==> config.mk <==
export PLATFORM = sky130hd
export DESIGN_NAME = dvp_pixel_packer_flat
export DESIGN_NICKNAME = d
export VERILOG_FILES = /design/src/rtl/dvp_pixel_packer_pkg.sv /design/src/rtl/dvp_pixel_packer_if.sv /design/src/rtl/dvp_pixel_packer_fifo.sv /design/src/rtl/dvp_pixel_packer.sv /design/src/flat_wrapper.sv
export SDC_FILE = /design/constraint.sdc
export NUM_CORES = 1
export LEC_CHECK = 0
export ABC_CLOCK_PERIOD_IN_PS = 3850
export CAP_MARGIN = 30
export CORE_AREA = 10 10 164 166
export CTS_CLUSTER_SIZE = 20
export DETAILED_ROUTE_END_ITERATION = 6
export DIE_AREA = 0 0 174 176
export PLACE_DENSITY_LB_ADDON = 0.05
export SETUP_SLACK_MARGIN = 0.2
export SLEW_MARGIN = 20
export SYNTH_ARGS = -nofsm -noshare
export SYNTH_HDL_FRONTEND = slang
export SYNTH_SLANG_ARGS = --single-unit
==> constraint.sdc <==
create_clock -name pclk -period 3.85 [get_ports pclk]
set_input_delay 0.5775 -clock pclk [delete_from_list [all_inputs] [get_ports pclk]]
set_output_delay 0.5775 -clock pclk [all_outputs]
set_load 0.02 [all_outputs]
==> src/rtl/dvp_pixel_packer_pkg.sv <==
// dvp_pkg -- shared types and constants for the DVP byte-to-pixel packer.
//   dvp_state_e : packer state encoding (WAIT_SOF, ACTIVE, DROP)
//   ST_*        : plain logic aliases of the state codes for the FSM register
//   dvp_word_t  : FIFO word layout {user, last, data}
//   PIX_W / BYTE_W / WORD_W / STAT_W : pixel, byte, FIFO word and statistics widths
//   sat_inc     : saturating increment used by the optional statistics counters
package dvp_pkg;

  localparam int PIX_W  = 16;
  localparam int BYTE_W = 8;
  localparam int STAT_W = 12;

  typedef enum logic [1:0] {
    WAIT_SOF = 2'd0,
    ACTIVE   = 2'd1,
    DROP     = 2'd2
  } dvp_state_e;

  localparam logic [1:0] ST_WAIT_SOF = WAIT_SOF;
  localparam logic [1:0] ST_ACTIVE   = ACTIVE;
  localparam logic [1:0] ST_DROP     = DROP;

  typedef struct packed {
    logic             user;
    logic             last;
    logic [PIX_W-1:0] data;
  } dvp_word_t;

  localparam int WORD_W = $bits(dvp_word_t);

  // Counters stick at all-ones instead of wrapping.
  function automatic logic [STAT_W-1:0] sat_inc(input logic [STAT_W-1:0] v);
    return (&v) ? v : v + STAT_W'(1);
  endfunction

endpackage

==> src/rtl/dvp_pixel_packer_if.sv <==
// dvp_pixel_packer_if -- byte-in / pixel-out stream bundle for the packer.
//   s_tdata/s_tvalid/s_tlast/s_tuser : camera byte stream (no back-pressure)
//   m_tdata/m_tvalid/m_tready/m_tlast/m_tuser : packed pixel stream
// Modports:
//   master : the environment side, drives the byte stream and m_tready
//   slave  : the packer side, consumes bytes and drives the pixel stream
interface dvp_pixel_packer_if;
  import dvp_pkg::*;

  logic [BYTE_W-1:0] s_tdata;
  logic              s_tvalid;
  logic              s_tlast;
  logic              s_tuser;

  logic [PIX_W-1:0]  m_tdata;
  logic              m_tvalid;
  logic              m_tready;
  logic              m_tlast;
  logic              m_tuser;

  modport master (
    output s_tdata, s_tvalid, s_tlast, s_tuser, m_tready,
    input  m_tdata, m_tvalid, m_tlast, m_tuser
  );

  modport slave (
    input  s_tdata, s_tvalid, s_tlast, s_tuser, m_tready,
    output m_tdata, m_tvalid, m_tlast, m_tuser
  );

endinterface

==> src/rtl/dvp_pixel_packer_fifo.sv <==
// dvp_sync_fifo -- single-clock first-word-fall-through FIFO.
//   clk, rst    : clock, synchronous active-high reset
//   wr_en_i     : write request (taken when not full, or full with a read)
//   wr_data_i   : write word
//   rd_en_i     : read request (pops the head when not empty)
//   rd_data_o   : head word, valid whenever empty_o is 0
//   full_o      : registered full flag
//   empty_o     : registered empty flag
// DEPTH must be a power of two so the pointers wrap naturally.
module dvp_sync_fifo #(
  parameter int WIDTH = 18,
  parameter int DEPTH = 16
) (
  input  logic             clk,
  input  logic             rst,
  input  logic             wr_en_i,
  input  logic [WIDTH-1:0] wr_data_i,
  input  logic             rd_en_i,
  output logic [WIDTH-1:0] rd_data_o,
  output logic             full_o,
  output logic             empty_o
);

  localparam int AW = $clog2(DEPTH);

  logic [WIDTH-1:0] mem_q [DEPTH];
  logic [AW-1:0]    wr_ptr_q, rd_ptr_q;
  logic [AW:0]      count_q, count_d;
  logic             full_q, empty_q;
  logic             do_wr, do_rd;

  // A write into a full FIFO is fine when the head leaves in the same cycle.
  assign do_rd = rd_en_i && !empty_q;
  assign do_wr = wr_en_i && (!full_q || do_rd);

  always_comb begin
    count_d = count_q;
    case ({do_wr, do_rd})
      2'b10:   count_d = count_q + 1'b1;
      2'b01:   count_d = count_q - 1'b1;
      default: count_d = count_q;
    endcase
  end

  always_ff @(posedge clk) begin
    if (rst) begin
      wr_ptr_q <= '0;
      rd_ptr_q <= '0;
      count_q  <= '0;
      full_q   <= 1'b0;
      empty_q  <= 1'b1;
    end else begin
      if (do_wr) wr_ptr_q <= wr_ptr_q + 1'b1;
      if (do_rd) rd_ptr_q <= rd_ptr_q + 1'b1;
      count_q <= count_d;
      full_q  <= (count_d == (AW+1)'(DEPTH));
      empty_q <= (count_d == '0);
    end
  end

  // Storage carries no reset; the flags alone say what is valid.
  always_ff @(posedge clk) begin
    if (do_wr) mem_q[wr_ptr_q] <= wr_data_i;
  end

  assign rd_data_o = mem_q[rd_ptr_q];
  assign full_o    = full_q;
  assign empty_o   = empty_q;

endmodule

==> src/rtl/dvp_pixel_packer.sv <==
// dvp_pixel_packer -- packs a DVP camera byte stream into 16-bit pixels.
//   pclk, rst   : sole clock, synchronous active-high reset
//   bus         : dvp_pixel_packer_if.slave (byte stream in, pixel stream out)
//   clear_err   : clears both sticky flags (a same-cycle error wins)
//   overflow    : sticky, a pixel was dropped because the FIFO was full
//   odd_err     : sticky, odd line length or start-of-frame mid-pair
//   frame_lines : lines in the last completed frame   (DVP_PACK_STATS_EN only)
//   line_pixels : pixels in the last written line     (DVP_PACK_STATS_EN only)
// Optional feature macro: DVP_PACK_STATS_EN enables the frame statistics.
module dvp_pixel_packer
  import dvp_pkg::*;
#(
  parameter int FIFO_DEPTH = 16,
  parameter bit MSB_FIRST  = 1'b1
) (
  input  logic                pclk,
  input  logic                rst,
  dvp_pixel_packer_if.slave   bus,
  input  logic                clear_err,
  output logic                overflow,
  output logic                odd_err
`ifdef DVP_PACK_STATS_EN
  ,
  output logic [STAT_W-1:0]   frame_lines,
  output logic [STAT_W-1:0]   line_pixels
`endif
);

  logic [1:0]        state_q, state_d;
  logic              phase_q, phase_d;
  logic [BYTE_W-1:0] held_q, held_d;
  logic              held_user_q, held_user_d;
  logic              odd_q, ovf_q;
  logic              set_odd;
  logic              wr_req, wr_ok, fifo_rd;
  logic              fifo_full, fifo_empty, out_valid;
  dvp_word_t         wr_word, rd_word;

  // Mirror of the FIFO's own accept rule so a rejected pixel is seen here.
  assign fifo_rd = bus.m_tready && !fifo_empty;
  assign wr_ok   = !fifo_full || fifo_rd;

  // An SOF byte always opens a new pair whatever the state; in ACTIVE a
  // phase-0 byte does the same. A phase-0 byte carrying tlast is a short
  // line, so it is flushed at once with a zero partner byte.
  always_comb begin
    state_d     = state_q;
    phase_d     = phase_q;
    held_d      = held_q;
    held_user_d = held_user_q;
    wr_req      = 1'b0;
    wr_word     = '0;
    set_odd     = 1'b0;
    if (bus.s_tvalid) begin
      if (bus.s_tuser || (state_q == ST_ACTIVE && !phase_q)) begin
        if (state_q == ST_ACTIVE && phase_q) set_odd = 1'b1;
        state_d = ST_ACTIVE;
        if (bus.s_tlast) begin
          wr_req       = 1'b1;
          wr_word.data = MSB_FIRST ? {bus.s_tdata, 8'h00} : {8'h00, bus.s_tdata};
          wr_word.last = 1'b1;
          wr_word.user = bus.s_tuser;
          set_odd      = 1'b1;
          phase_d      = 1'b0;
        end else begin
          held_d      = bus.s_tdata;
          held_user_d = bus.s_tuser;
          phase_d     = 1'b1;
        end
      end else if (state_q == ST_ACTIVE) begin
        wr_req       = 1'b1;
        wr_word.data = MSB_FIRST ? {held_q, bus.s_tdata} : {bus.s_tdata, held_q};
        wr_word.last = bus.s_tlast;
        wr_word.user = held_user_q;
        phase_d      = 1'b0;
      end
    end
    // A dropped pixel abandons the frame until the next SOF.
    if (wr_req && !wr_ok) begin
      state_d = ST_DROP;
      phase_d = 1'b0;
    end
  end

  always_ff @(posedge pclk) begin
    if (rst) begin
      state_q     <= ST_WAIT_SOF;
      phase_q     <= 1'b0;
      held_q      <= '0;
      held_user_q <= 1'b0;
      odd_q       <= 1'b0;
      ovf_q       <= 1'b0;
    end else begin
      state_q     <= state_d;
      phase_q     <= phase_d;
      held_q      <= held_d;
      held_user_q <= held_user_d;
      if (set_odd)               odd_q <= 1'b1;
      else if (clear_err)        odd_q <= 1'b0;
      if (wr_req && !wr_ok)      ovf_q <= 1'b1;
      else if (clear_err)        ovf_q <= 1'b0;
    end
  end

  dvp_sync_fifo #(
    .WIDTH (WORD_W),
    .DEPTH (FIFO_DEPTH)
  ) u_fifo (
    .clk       (pclk),
    .rst       (rst),
    .wr_en_i   (wr_req && wr_ok),
    .wr_data_i (wr_word),
    .rd_en_i   (bus.m_tready),
    .rd_data_o (rd_word),
    .full_o    (fifo_full),
    .empty_o   (fifo_empty)
  );

  // Outputs are forced quiet during reset and zeroed whenever nothing is valid.
  assign out_valid    = !fifo_empty && !rst;
  assign bus.m_tvalid = out_valid;
  assign bus.m_tdata  = out_valid ? rd_word.data : '0;
  assign bus.m_tlast  = out_valid ? rd_word.last : 1'b0;
  assign bus.m_tuser  = out_valid ? rd_word.user : 1'b0;
  assign overflow     = ovf_q;
  assign odd_err      = odd_q;

`ifdef DVP_PACK_STATS_EN
  logic [STAT_W-1:0] pix_cnt_q, line_cnt_q, frame_lines_q, line_pixels_q;
  logic [STAT_W-1:0] pix_next, line_next;
  logic              wr_commit;

  assign wr_commit = wr_req && wr_ok;

  // An SOF pixel restarts both running counts before it is counted itself.
  always_comb begin
    pix_next  = sat_inc(wr_word.user ? '0 : pix_cnt_q);
    line_next = sat_inc(wr_word.user ? '0 : line_cnt_q);
  end

  always_ff @(posedge pclk) begin
    if (rst) begin
      pix_cnt_q     <= '0;
      line_cnt_q    <= '0;
      frame_lines_q <= '0;
      line_pixels_q <= '0;
    end else if (wr_commit) begin
      if (wr_word.user) frame_lines_q <= line_cnt_q;
      if (wr_word.last) begin
        line_pixels_q <= pix_next;
        pix_cnt_q     <= '0;
        line_cnt_q    <= line_next;
      end else begin
        pix_cnt_q <= pix_next;
        if (wr_word.user) line_cnt_q <= '0;
      end
    end
  end

  assign frame_lines = frame_lines_q;
  assign line_pixels = line_pixels_q;
`endif

endmodule

==> src/flat_wrapper.sv <==
// flat-port wrapper written by rule: the top's interface ports become plain ports
module dvp_pixel_packer_flat import dvp_pkg::*;
#(
  parameter int FIFO_DEPTH = 16,
  parameter bit MSB_FIRST  = 1'b1
)
  (pclk, rst, clear_err, overflow, odd_err, bus_s_tdata, bus_s_tvalid, bus_s_tlast, bus_s_tuser, bus_m_tready, bus_m_tdata, bus_m_tvalid, bus_m_tlast, bus_m_tuser);
  dvp_pixel_packer_if bus_i ();
  input  logic pclk;
  input  logic rst;
  input  logic clear_err;
  output logic overflow;
  output logic odd_err;
  input wire logic [$bits(bus_i.s_tdata)-1:0] bus_s_tdata;
  input wire logic [$bits(bus_i.s_tvalid)-1:0] bus_s_tvalid;
  input wire logic [$bits(bus_i.s_tlast)-1:0] bus_s_tlast;
  input wire logic [$bits(bus_i.s_tuser)-1:0] bus_s_tuser;
  input wire logic [$bits(bus_i.m_tready)-1:0] bus_m_tready;
  output wire logic [$bits(bus_i.m_tdata)-1:0] bus_m_tdata;
  output wire logic [$bits(bus_i.m_tvalid)-1:0] bus_m_tvalid;
  output wire logic [$bits(bus_i.m_tlast)-1:0] bus_m_tlast;
  output wire logic [$bits(bus_i.m_tuser)-1:0] bus_m_tuser;
  assign bus_i.s_tdata = bus_s_tdata;
  assign bus_i.s_tvalid = bus_s_tvalid;
  assign bus_i.s_tlast = bus_s_tlast;
  assign bus_i.s_tuser = bus_s_tuser;
  assign bus_i.m_tready = bus_m_tready;
  assign bus_m_tdata = bus_i.m_tdata;
  assign bus_m_tvalid = bus_i.m_tvalid;
  assign bus_m_tlast = bus_i.m_tlast;
  assign bus_m_tuser = bus_i.m_tuser;
  dvp_pixel_packer #(.FIFO_DEPTH(FIFO_DEPTH), .MSB_FIRST(MSB_FIRST)) u_core (.pclk(pclk), .rst(rst), .bus(bus_i), .clear_err(clear_err), .overflow(overflow), .odd_err(odd_err));
endmodule
==> results.md, run 1 <==
- The mean post-synth cell area is 19.5 um^2.
- The via count of the first global-routing pass came to approximately 6900.
- The total power divided by cell area is 528 nW/um^2.
- Of the cells placed in the final design, the portion with a size suffix greater than 1 is roughly a quarter.
- Pin placement for this block handled 36 I/O pins.
- The final worst clock skew is 0.0147 ns.
- The maximum frequency from static timing analysis is roughly 280 MHz.
- Walking the worst path, the cells encountered are buf_4, mux4_1, mux4_2, and2_1, clkdlybuf4s50_1.
- After clock tree synthesis, the clock-pin slew on the worst setup and hold paths is approximately 0.06 ns.
- The number of hold buffers added after CTS was 0.
- The run finished with clean final reports.
- In this run the cell area of the synthesized design comes to ~13000 um^2.
- The net count after synthesis is approximately 680.
- The minimum setup slack after placement is 0.183 ns.
- The launch instance of the worst register-to-register path is u_core.phase_q$_SDFFE_PP0P_.
- The library cell with the largest summed area after synthesis is sky130_fd_sc_hd__edfxtp_1.
- The worst setup path is captured at an output port.
- The delay contributed by the slowest stage of the critical path is roughly 0.6 ns.
- The number of nets with antenna violations after detailed routing is 0.
- The clock reaches the later pin of the worst-skew pair after approximately 0.5 ns.
- Per report_power, the combinational group accounts for between 10% and 20% of the total.
- The final RePlAce weighted congestion is about 0.89.
- The final layout contains routed wiring with a total length of ~28000 um.
- The cell with the biggest individual delay on the critical path is sky130_fd_sc_hd__mux4_1.
- By count the netlist is led by sky130_fd_sc_hd__edfxtp_1, sky130_fd_sc_hd__mux4_2, sky130_fd_sc_hd__and2_1.
- The worst hold path belongs to the class flip-flop to flip-flop.
- In this run, CTS created clock tree buffers numbering 34.
- The sequential cell fraction of total power is 48.5%.
- The die area is between 30000 and 40000 um^2.
- After synthesis, the cell types taking the most area are sky130_fd_sc_hd__edfxtp_1, sky130_fd_sc_hd__mux4_2, sky130_fd_sc_hd__dfxtp_1.
- The internal power contribution is around 6300 uW.
- The maximum fanout along the worst path is 9.
- The endpoint identified for the worst register-to-register timing path is u_core.u_fifo.full_o$_SDFF_PP0_.
- The most used flip-flop cell after synthesis is sky130_fd_sc_hd__edfxtp_1.
- The worst max-slew margin expressed relative to the limit is a little under two fifths.
- The overall fraction of global-route tracks in use is 18.5%.
- The final-layout setup total negative slack is 0 ns.
- In this run the power spent charging and discharging nets is roughly 1700 uW.
- The routed layout has 6547 vias.
- The number of antenna violations at the first check in global routing is 0.
- The vertical die dimension is 176 um.
- VDD sags by at most 0.000335 V.
- Dividing the final minimum period by the clock period gives between 90% and 100%.
- Counting flops and latches in the post-synthesis netlist gives between 300 and 400.
- In this design, the largest share of critical-path delay is due to multiplexers.
- The portion of the post-synthesis area used by sequential elements is 72.5%.
- The time the worst path needs with I/O delays and setup is about 3.6 ns.
- The number of iterations in the first detailed-routing pass is 5.
- In the post-synthesis netlist, the cell with the most instances is sky130_fd_sc_hd__edfxtp_1.
- Data on the critical path arrives at its endpoint at slightly below 3 ns.
- The kind of start point of the critical path is a flip-flop.
- In this run the core area contains 57 standard-cell rows.
- The critical path is of the flip-flop to output port type.
- The max capacitance violation total is 0.
- In the synthesized netlist the async set-or-reset flop fraction comes to 0%.
- The standby leakage power is slightly above 0.005 uW.
- Counting every instance in the synthesized netlist gives about 660.
- The clock tree from TritonCTS is built.
- The floorplan core area is between 20000 and 25000 um^2.
- The number of cells on the worst reg-to-reg path is 12.
- The data required time at the worst endpoint is 3.27 ns.
- The final count of negative-setup-slack endpoints is 0.
- The count of buffers added on input and output ports is 35.
- The setup check on the worst reg-to-reg path leaves a slack of ~0.90 ns.
- In the final design database the tool counted between 700 and 800 nets.
- The most critical setup path has its endpoint at bus_m_tdata[2].
- The tree is rooted in a sky130_fd_sc_hd__clkbuf_16.
- The share of total power in the clock network is 40.6%.
- Dividing the detail-routed wire length by the instance count gives ~26 um.
- The average vias per placed instance is about 6.
- For this run, the number of Yosys warnings is 0.
- The number of remaining DRC errors is 0.
- The final-report hold violation count was 0.
- In this run, distinct cell masters in the synthesized netlist total 44.
- Counting flops with a built-in enable in the synthesized netlist gives roughly 290.
- The width of the chip is around 170 um.
- Entering global routing, the biggest net connects 73 pins.
- Counting both buffers and inverters, the worst setup path holds a total of 2.
- At the pin with the least slew margin, the transition time is between 0.9 and 1 ns.
- The initial cell density of the core is a little over half.
- The wire-length estimate of the detail-placed layout is roughly 16000 um.
- No sink is reached through more buffers than the 3 on the longest clock path.
- The DRC marker count from the first detailed-route iteration is slightly below 600.
- The wire length of the first global-routing pass is about 43000 um.
- The total overflow reported by the global router is 0.
- The number of antenna diodes in the final layout is 0.
- The share of total power consumed by net switching is a little over a fifth.
- The H-tree generated during clock tree synthesis spans 2 levels.
- The clock drives 321 sinks.
- The final-report max-slew violation count is 0.
- Setup repair after global routing could not meet its margin everywhere.
- Compared with the post-synthesis result, the final layout area differs by 17.4%.
- In this run the number of cells on the critical path is 5.
- Across all setup checks in the final design, the least slack found is roughly 0.3 ns.
- The top cell type by area accounts for approximately two thirds of the synthesized area.
==> power by group through the flow <==
stage | Sequential, uW | Combinational (uW) | Clock, uW
2_1_floorplan | 3900 | 648 | 0
3_3_place_gp | 3950 | 827 | 0
4_1_cts | 3860 | 881 | 3290
3_5_place_dp | 3960 | 842 | 0
5_1_grt | 3860 | 940 | 3440
6_report | 3860 | 867 | 3240
==> timing repair <==
| action | 4_1_cts | 5_1_grt |
|---|---|---|
| gates resized for setup | 0 | 3 |
| buffers inserted | 3 | 0 |
| endpoints found under the setup margin | 14 | 7 |
| pin swaps | 0 | 0 |
==> state kept, by name, indices dropped and copies added, names as in the netlist, named ones only <==
register,flops
u_core.held_q,8
u_core.u_fifo.count_q,5
u_core.state_q,2
u_core.u_fifo.full_o,1
u_core.u_fifo.rd_ptr_q,4
u_core.overflow,1
u_core.phase_q,1
u_core.u_fifo.empty_o,1
u_core.odd_err,1
u_core.u_fifo.wr_ptr_q,4
u_core.held_user_q,1
u_core.u_fifo.mem_q,288
==> kinds of logic (layout without fill, tap and decap cells) <==
| logic type | Yosys count | count (layout) | share of synthesized area [%] |
|---|---|---|---|
| flops | 321 | 321 | 72.5 |
| simple gates | 131 | 131 | 5.41 |
| mux | 92 | 92 | 16.4 |
| buf+inv | 50 | 155 | 1.97 |
| compound gates | 47 | 47 | 2.33 |
| xor+xnor | 9 | 9 | 0.614 |
| fa+ha+maj | 8 | 8 | 0.780 |
==> stage by stage <==
stage	power (uW)	hold WS (ns)	cells	utilization (%)	cell area [um^2]
finish	7960	0.458	1087	63.3	15100
global route	8240	0.477	1087	63.3	15100
CTS	8030	0.459	1086	63.2	15100
detailed placement	4800	0.449	1023	58.4	13900
global placement	4780	0.442	1023	58.4	13900
floorplan	4550	0.437	658	-	12800
==> layout make-up <==
cell class / instances / area, um^2
sequential: 321 / 9310
clock inverter: 13 / 135
clock buffer: 47 / 983
fill: 1699 / 8740
multi-input combinational: 287 / 3310
timing repair buffer: 83 / 881
inverter: 12 / 45.0
tap: 324 / 405
==> how the worst min path moves through the flow <==
stage,from,to,slack [ns],cells after the start
after floorplan,u_core.held_q[0]$_SDFFE_PP0P_,u_core.held_q[0]$_SDFFE_PP0P_,0.44,2
after global placement,u_core.held_q[0]$_SDFFE_PP0P_,u_core.held_q[0]$_SDFFE_PP0P_,0.44,2
after detailed placement,u_core.held_q[0]$_SDFFE_PP0P_,u_core.held_q[0]$_SDFFE_PP0P_,0.45,2
after CTS,u_core.held_q[0]$_SDFFE_PP0P_,u_core.held_q[0]$_SDFFE_PP0P_,0.46,2
after global routing,u_core.held_q[2]$_SDFFE_PP0P_,u_core.held_q[2]$_SDFFE_PP0P_,0.48,2
final,u_core.held_q[2]$_SDFFE_PP0P_,u_core.held_q[2]$_SDFFE_PP0P_,0.46,2
==> cells in the final DEF (no fill, tap or decap), types with 6 or more instances in the layout <==
cell / instances
sky130_fd_sc_hd__clkbuf_16: 37
sky130_fd_sc_hd__nand2_1: 18
sky130_fd_sc_hd__buf_4: 35
sky130_fd_sc_hd__mux4_1: 15
sky130_fd_sc_hd__a21boi_0: 8
sky130_fd_sc_hd__clkinv_2: 6
sky130_fd_sc_hd__inv_1: 12
sky130_fd_sc_hd__o21ai_0: 9
sky130_fd_sc_hd__nor2b_1: 6
sky130_fd_sc_hd__xor2_1: 7
sky130_fd_sc_hd__ha_1: 8
sky130_fd_sc_hd__and2_1: 36
sky130_fd_sc_hd__clkbuf_1: 8
sky130_fd_sc_hd__dfxtp_1: 31
sky130_fd_sc_hd__nor2_1: 20
sky130_fd_sc_hd__mux4_2: 75
sky130_fd_sc_hd__nand3_1: 27
sky130_fd_sc_hd__a21oi_1: 16
sky130_fd_sc_hd__buf_12: 13
sky130_fd_sc_hd__edfxtp_1: 288
sky130_fd_sc_hd__clkdlybuf4s50_1: 32
==> layer usage <==
metal  vias to the layer above  GRT usage [%]  wire [um]
met2                       235           31.5      14600
li1                       2826              -          -
met5                         -              0          0
met4                         0           5.49        624
met3                        50           3.27       1560
met1                      3436           24.1      11600
==> worst register-to-register path, stage by stage, from the launching register on <==
cell and delay, ns:
sky130_fd_sc_hd__dfxtp_1 0.40, sky130_fd_sc_hd__nor2b_1 0.15, sky130_fd_sc_hd__o221ai_1 0.18, sky130_fd_sc_hd__a21oi_2 0.24
sky130_fd_sc_hd__inv_1 0.09, sky130_fd_sc_hd__ha_1 0.31, sky130_fd_sc_hd__xor2_1 0.20, sky130_fd_sc_hd__ha_1 0.21
sky130_fd_sc_hd__nor2_1 0.07, sky130_fd_sc_hd__o31a_1 0.25, sky130_fd_sc_hd__o211ai_1 0.20, sky130_fd_sc_hd__xor2_1 0.27
sky130_fd_sc_hd__and4bb_2 0.27
No activity file was read; power rests on OpenSTA's default activity.
==> run 2, diff against run 1 <==
--- a/config.mk
+++ b/config.mk
@@ -6,7 +6,7 @@
 export NUM_CORES = 1
 export LEC_CHECK = 0
 export ABC_CLOCK_PERIOD_IN_PS = 3850
-export CAP_MARGIN = 30
+export CAP_MARGIN = 10
 export CORE_AREA = 10 10 164 166
 export CTS_CLUSTER_SIZE = 20
 export DETAILED_ROUTE_END_ITERATION = 6
==> run 2 against run 1 <==
Compared with the run above:
- sequential power about the same
- final cell count about the same
- critical path depth unchanged
- flip-flop and latch count unchanged
- count of clock-buffer cells in the layout unchanged
- routed wire length hardly changed
- clock skew up 0.0013 ns
- first-iteration DRC count grew 1.4%
- worst hold slack about the same
- maximum frequency down 0.18%
- clock power hardly changed
- sequential share of layout area hardly changed
- critical path type unchanged
- largest cell class unchanged
- largest power group unchanged
- highest routed layer unchanged
==> results.md, run 2 (same netlist as run 1, synthesis figures left out) <==
- Status: finished, final reports clean (unchanged).
- The final non-filler cell total came to 1086 (was 1087).
- The floorplan core area came to 23800 um^2 (unchanged).
- The flip-flop count of the largest register after layout is 288 (unchanged).
- The cell with the biggest individual delay on the critical path is sky130_fd_sc_hd__mux4_1 (unchanged).
- The final-report max-slew violation count is 0 (unchanged).
- The count of buffer and inverter cells on the critical path was 2 (unchanged).
- The total via count in the routed design was 6528 (was 6547).
- The number of levels the H-tree was split into was 2 (unchanged).
- The initial cell density of the core came to 53.9% (unchanged).
- The count of buffers inserted at the top-level ports is 35 (unchanged).
- The average vias per placed instance is 6.01 (was 6.02).
- The number of buffers created by CTS is 34 (unchanged).
- The slew of the pin with the lowest slew margin is 1.02 ns (was 0.938 ns).
- The DRC marker count from the first detailed-route iteration is 589 (was 581).
- The number of nets with antenna violations after detailed routing was 0 (unchanged).
- The final worst clock skew is 0.0160 ns (was 0.0147 ns).
- The number of iterations in the first detailed-routing pass came to 5 (unchanged).
- The share of the cycle needed by the critical path after routing came to 92.4% (was 92.3%).
- The classification of the worst setup path is flip-flop to output port (unchanged).
- The total overflow reported by the global router is 0 (unchanged).
- The clock tree from TritonCTS is built (unchanged).
- The final count of negative-setup-slack endpoints came to 0 (unchanged).
- The total clock sinks came to 321 (unchanged).
- The width of the chip is 174 um (unchanged).
- The CTS clock-pin slew for the worst setup and hold paths is 0.06 ns (about the same).
- The max capacitance violation total was 0 (unchanged).
- The antenna diode count is 0 (unchanged).
- The maximum fanout along the worst path is 9 (unchanged).
- The clock latency on the worst-skew pair is 0.50 ns (about the same).
- The highest ir drop seen on vdd was 0.000333 V (was 0.000335 V).
- The data required time at the worst endpoint is 3.27 ns (about the same).
- The root buffer cell is sky130_fd_sc_hd__clkbuf_16 (unchanged).
- The area growth from synthesis to layout is 17.4% (about the same).
- The number of nets in the layout was 761 (was 762).
- The vertical die dimension is 176 um (unchanged).
- The die area came to 30600 um^2 (unchanged).
- The critical path capture point type is an output port (unchanged).
- The register bank with the most flops is u_core.u_fifo.mem_q (unchanged).
- The overall fraction of global-route tracks in use is 18.5% (unchanged).
- The wire length per cell came to 26.1 um (was 26.0 um).
- The utilization after layout is 63.3% (about the same).
- The proportion of layout cells with a drive suffix above 1 is 24.3% (was 24.4%).
- CP Cell Sequence: buf_4, mux4_1, mux4_2, and2_1, clkdlybuf4s50_1 (unchanged).
- The worst hold margin was 0.458 ns (about the same).
- The wire length of the first global-routing pass is 42600 um (unchanged).
- Commonest cells after routing, fill and taps aside: sky130_fd_sc_hd__edfxtp_1, sky130_fd_sc_hd__mux4_2, sky130_fd_sc_hd__clkbuf_16 (unchanged).
- The time the worst path needs with I/O delays and setup is 3.56 ns (was 3.55 ns).
- The worst max-slew margin expressed relative to the limit came to 32.0% (was 36.9%).
- The post-layout instance area is 15100 um^2 (about the same).
- The kind of start point of the critical path is a flip-flop (unchanged).
- The total power divided by cell area came to 528 nW/um^2 (about the same).
- The delay contributed by the slowest stage of the critical path is 0.59 ns (about the same).
- The final HPWL from detailed placement is 16400 um (unchanged).
- Unrepaired setup endpoints after global routing: yes (unchanged).
- The final-layout setup total negative slack is 0 ns (unchanged).
- The maximum frequency from static timing analysis is 281 MHz (was 282 MHz).
- The via count of the first global-routing pass is 6874 (unchanged).
- The largest net degree at the start of global routing is 73 (unchanged).
- The kind of path behind the tightest hold check is flip-flop to flip-flop (unchanged).
- The final-report hold violation count is 0 (unchanged).
- The family with the most delay on the worst path is multiplexers (unchanged).
- The number of antenna violations at the first check in global routing was 0 (unchanged).
- The placement row count is 57 (unchanged).
- The clock tree buffer depth was 3 (unchanged).
- The commonest non-fill, non-tap cell in the layout is sky130_fd_sc_hd__edfxtp_1 (unchanged).
- The standby leakage power was 0.00504 uW (was 0.00505 uW).
- The count of boundary I/O pins came to 36 (unchanged).
- The arrival time of data at the critical path endpoint is 2.98 ns (was 2.97 ns).
- The number of remaining DRC errors was 0 (unchanged).
- The post-placement cell count is 1023 (unchanged).
- Registers with the most flip-flops: u_core.u_fifo.mem_q (288), u_core.held_q (8), u_core.u_fifo.count_q (5) (unchanged).
- The post-placement cell area came to 13900 um^2 (unchanged).
- The overall routed net length is 28300 um (about the same).
- The final RePlAce weighted congestion is 0.891 (unchanged).
==> run 2: cell types whose count changed in the layout (fill, tap and decap cells not counted), sizes merged <==
cell / before / now
buf: 48 / 47
==> run 2: power breakdown <==
group	switching, uW	internal, uW
sequential	48.0	3810
clock	1250	1980
combinational	409	459
total	1710	6250
==> run 2: final timing paths <==
path / to / cells past startpoint / slack [ns] / from
setup / recovery: bus_m_tdata[2] / 5 / 0.29 / flip-flop
hold / removal: u_core.held_q[2]$_SDFFE_PP0P_ / 2 / 0.46 / u_core.held_q[2]$_SDFFE_PP0P_
setup reg to reg: u_core.u_fifo.full_o$_SDFF_PP0_ / 12 / 0.89 / u_core.phase_q$_SDFFE_PP0P_
hold reg to reg: u_core.held_q[2]$_SDFFE_PP0P_ / 2 / 0.46 / u_core.held_q[2]$_SDFFE_PP0P_
==> run 2: what timing repair did <==
action | CTS | global route
setup endpoints to repair | 14 | 7
setup buffers | 3 | 0
resized for setup | 0 | 3
pin swaps | 0 | 0
hold buffers | 0 | 0
==> run 2: cell type report <==
| type | count | area [um^2] |
|---|---|---|
| fill | 1699 | 8750 |
| tap | 324 | 405 |
| inverter | 12 | 45.0 |
| multi-input combinational | 287 | 3310 |
| clock inverter | 13 | 135 |
| timing repair buffer | 82 | 873 |
| sequential | 321 | 9310 |
| clock buffer | 47 | 983 |
==> run 2: through the flow <==
stage               setup WS, ns  total power, uW
floorplan                  0.199             4550
global placement           0.317             4780
detailed placement         0.183             4800
CTS                        0.243             8030
global route               0.174             8240
finish                     0.291             7960
==> run 2: tightest hold or removal path, cell delays in order (launching register included) <==
cell	delay, ns
sky130_fd_sc_hd__dfxtp_1	0.31
sky130_fd_sc_hd__nand2_1	0.05
sky130_fd_sc_hd__a21oi_1	0.05
==> run 2: per-layer routing <==
metal | routed length, um | global-route usage [%]
met2 | 14500 | 31.5
met5 | 0 | 0
met3 | 1610 | 3.27
met4 | 648 | 5.49
met1 | 11500 | 24.1
==> run 3, diff against run 2 <==
--- a/config.mk
+++ b/config.mk
@@ -7,10 +7,13 @@
 export LEC_CHECK = 0
 export ABC_CLOCK_PERIOD_IN_PS = 3850
 export CAP_MARGIN = 10
-export CORE_AREA = 10 10 164 166
+export CELL_PAD_IN_SITES_DETAIL_PLACEMENT = 0
+export CELL_PAD_IN_SITES_GLOBAL_PLACEMENT = 2
+export CORE_AREA = 10 10 191 193
 export CTS_CLUSTER_SIZE = 20
 export DETAILED_ROUTE_END_ITERATION = 6
-export DIE_AREA = 0 0 174 176
+export DIE_AREA = 0 0 201 203
+export GPL_TIMING_DRIVEN = 0
 export PLACE_DENSITY_LB_ADDON = 0.05
 export SETUP_SLACK_MARGIN = 0.2
 export SLEW_MARGIN = 20
==> run 3 against run 2 <==
Compared with the run above:
- non-clock buffer count grew 20
- worst hold slack gained 0.0019 ns
- die area grew 33%
- final cell count grew 13%
- power shrank 0.61%
- critical path depth grew 1
- sequential power is essentially flat
- clock skew shrank 0.0031 ns
- sequential share of layout area shrank 0.87 points
- final area grew 1.4%
- core utilization shrank 16 points
- largest power group unchanged
==> results.md, run 3 (same netlist as run 1, synthesis figures left out) <==
- Status: finished, final reports clean (unchanged).
- The kind of path behind the tightest hold check is flip-flop to flip-flop (unchanged).
- The number of nets in the layout is 783 (was 761).
- The proportion of layout cells with a drive suffix above 1 was 25.4% (was 24.3%).
- The largest net degree at the start of global routing came to 19 (was 73).
- The number of levels the H-tree was split into is 2 (unchanged).
- The count of boundary I/O pins was 36 (unchanged).
- The share of the cycle needed by the critical path after routing was 93.5% (was 92.4%).
- Registers with the most flip-flops: u_core.u_fifo.mem_q (288), u_core.held_q (8), u_core.u_fifo.count_q (5) (unchanged).
- The die area came to 40800 um^2 (was 30600 um^2).
- The number of remaining DRC errors is 0 (unchanged).
- The vertical die dimension is 203 um (was 176 um).
- The number of instances on the worst hold path came to 2 (unchanged).
- The clock tree buffer depth is 3 (unchanged).
- The total via count in the routed design is 6553 (was 6528).
- The standby leakage power is 0.00511 uW (was 0.00504 uW).
- The placement row count is 66 (was 57).
- The total overflow reported by the global router is 0 (unchanged).
- The clock tree from TritonCTS is built (unchanged).
- The data required time at the worst endpoint is 3.27 ns (about the same).
- The overall routed net length is 31600 um (was 28300 um).
- The total power draw is 7910 uW (was 7960 uW).
- The final worst clock skew is 0.0129 ns (was 0.0160 ns).
- The maximum frequency from static timing analysis is 278 MHz (was 281 MHz).
- The clock latency on the worst-skew pair is 0.52 ns (was 0.50 ns).
- The final-report hold violation count is 0 (unchanged).
- The final RePlAce weighted congestion is 0.781 (was 0.891).
- The number of cells on the worst reg-to-reg path is 14 (was 12).
- The max capacitance violation total came to 0 (unchanged).
- The slew of the pin with the lowest slew margin is 1.08 ns (was 1.02 ns).
- The antenna diode count is 0 (unchanged).
- The floorplan core area was 32500 um^2 (was 23800 um^2).
- The total power divided by cell area is 518 nW/um^2 (was 528 nW/um^2).
- The CTS clock-pin slew for the worst setup and hold paths came to 0.06 ns (about the same).
- The classification of the worst setup path is flip-flop to output port (unchanged).
- The DRC marker count from the first detailed-route iteration was 477 (was 589).
- The wire length per cell was 25.7 um (was 26.1 um).
- The critical register-to-register path endpoint is u_core.u_fifo.full_o$_SDFF_PP0_ (unchanged).
- The number of antenna violations at the first check in global routing is 0 (unchanged).
- The register bank with the most flops is u_core.u_fifo.mem_q (unchanged).
- The via count of the first global-routing pass is 6805 (was 6874).
- The final HPWL from detailed placement is 20300 um (was 16400 um).
- The worst hold margin is 0.460 ns (was 0.458 ns).
- The number of iterations in the first detailed-routing pass is 5 (unchanged).
- The wire length of the first global-routing pass is 45900 um (was 42600 um).
- The final-layout setup total negative slack is 0 ns (unchanged).
- The highest ir drop seen on vdd is 0.000290 V (was 0.000333 V).
- The initial cell density of the core was 39.6% (was 53.9%).
- The number of nets with antenna violations after detailed routing is 0 (unchanged).
- The average vias per placed instance is 5.33 (was 6.01).
- The kind of start point of the critical path is a flip-flop (unchanged).
- The cts-stage hold buffer count is 0 (unchanged).
- The endpoint of the worst hold path is u_core.held_q[3]$_SDFFE_PP0P_ (was u_core.held_q[2]$_SDFFE_PP0P_).
- The critical path capture point type is an output port (unchanged).
- The final count of negative-setup-slack endpoints was 0 (unchanged).
- The startpoint of the most critical hold path is u_core.held_q[3]$_SDFFE_PP0P_ (was u_core.held_q[2]$_SDFFE_PP0P_).
- The overall fraction of global-route tracks in use is 15.4% (was 18.5%).
- The slack of the worst reg-to-reg path came to 0.50 ns (was 0.89 ns).
- The worst max-slew margin expressed relative to the limit is 27.9% (was 32.0%).
- The maximum fanout along the worst path is 10 (was 9).
- The root buffer cell is sky130_fd_sc_hd__clkbuf_16 (unchanged).
- The arrival time of data at the critical path endpoint is 3.02 ns (was 2.98 ns).
- The final-report max-slew violation count is 0 (unchanged).
- The flip-flop count of the largest register after layout is 288 (unchanged).
- The number of buffers created by CTS came to 36 (was 34).
- The count of buffers inserted at the top-level ports came to 34 (was 35).
- The width of the chip is 201 um (was 174 um).
- The launch instance of the worst register-to-register path is u_core.state_q[0]$_SDFFE_PP0P_ (was u_core.phase_q$_SDFFE_PP0P_).
- The area growth from synthesis to layout is 19.0% (was 17.4%).
- The commonest non-fill, non-tap cell in the layout is sky130_fd_sc_hd__edfxtp_1 (unchanged).
- The time the worst path needs with I/O delays and setup is 3.60 ns (was 3.56 ns).
- Commonest cells after routing, fill and taps aside: sky130_fd_sc_hd__edfxtp_1, sky130_fd_sc_hd__mux4_2, sky130_fd_sc_hd__clkbuf_16 (unchanged).
- Unrepaired setup endpoints after global routing: yes (unchanged).
- The total clock sinks is 321 (unchanged).
run 3: cell count changes in the layout (fill, tap and decap cells not counted), moves of 11 or more:
cell                       previous run  this run
sky130_fd_sc_hd__buf_2                0        14
sky130_fd_sc_hd__buf_4               34        15
sky130_fd_sc_hd__buf_12              13         2
sky130_fd_sc_hd__clkbuf_1             8        19
run 3: layer usage:
| layer | track usage, % | wire [um] | vias to the layer above |
|---|---|---|---|
| li1 | - | - | 2890 |
| met1 | 20.3 | 14000 | 3484 |
| met2 | 25.9 | 15800 | 138 |
| met3 | 2.58 | 1190 | 41 |
| met4 | 4.17 | 591 | 0 |
| met5 | 0 | 0 | - |
run 3: area by class of cell:
cell class              instances  area (um^2)
plain buffers                  38          268
fillers                      2746        17200
flip-flops and latches        321         9310
well taps                     442          553
clock inverters                20         98.8
clock buffers                  46          980
inverters                      12         45.0
repair buffers                 64          668
multi-input cells             287         3350
run 3: where the power goes:
group	internal, uW	leakage [uW]	switching [uW]	total, uW
logic	471	0.00161	470	941
clock network	1800	0.000535	1330	3130
registers	3810	0.00297	25.2	3840
total	6080	0.00511	1830	7910
run 3: how the worst max path moves through the flow:
stage                                                 to  slack [ns]    startpoint
floorplan            u_core.u_fifo.mem_q[0][0]$_DFFE_PP_        0.20   bus_s_tuser
global placement    u_core.u_fifo.mem_q[3][13]$_DFFE_PP_       -3.68  bus_s_tvalid
detailed placement       u_core.u_fifo.full_o$_SDFF_PP0_       -0.20  bus_s_tvalid
CTS                                      bus_m_tdata[15]        0.15     flip-flop
global route                             bus_m_tdata[15]        0.14     flip-flop
finish                                   bus_m_tdata[15]        0.25     flip-flop
run 3: repair_timing:
action	in CTS	in global routing
endpoints found under the setup margin	18	16
setup buffers	0	1
gates resized for setup	24	13
run 3: critical path: stages (launching register included):
cell and delay, ns:
sky130_fd_sc_hd__dfxtp_1 0.32, sky130_fd_sc_hd__buf_6 0.21, sky130_fd_sc_hd__buf_8 0.21, sky130_fd_sc_hd__mux4_1 0.55, sky130_fd_sc_hd__mux4_2 0.49, sky130_fd_sc_hd__and2_1 0.18, sky130_fd_sc_hd__clkdlybuf4s50_1 0.54
run 3: stage by stage:
step	worst slack [ns]	cells	area [um^2]	util, %
final	0.252	1230	15300	47.1
after global routing	0.142	1230	15300	47.1
after CTS	0.153	1229	15200	46.9
after detailed placement	-0.197	1163	14100	43.5
after global placement	-3.68	1134	13700	42.3
after floorplan	0.199	658	12800	-
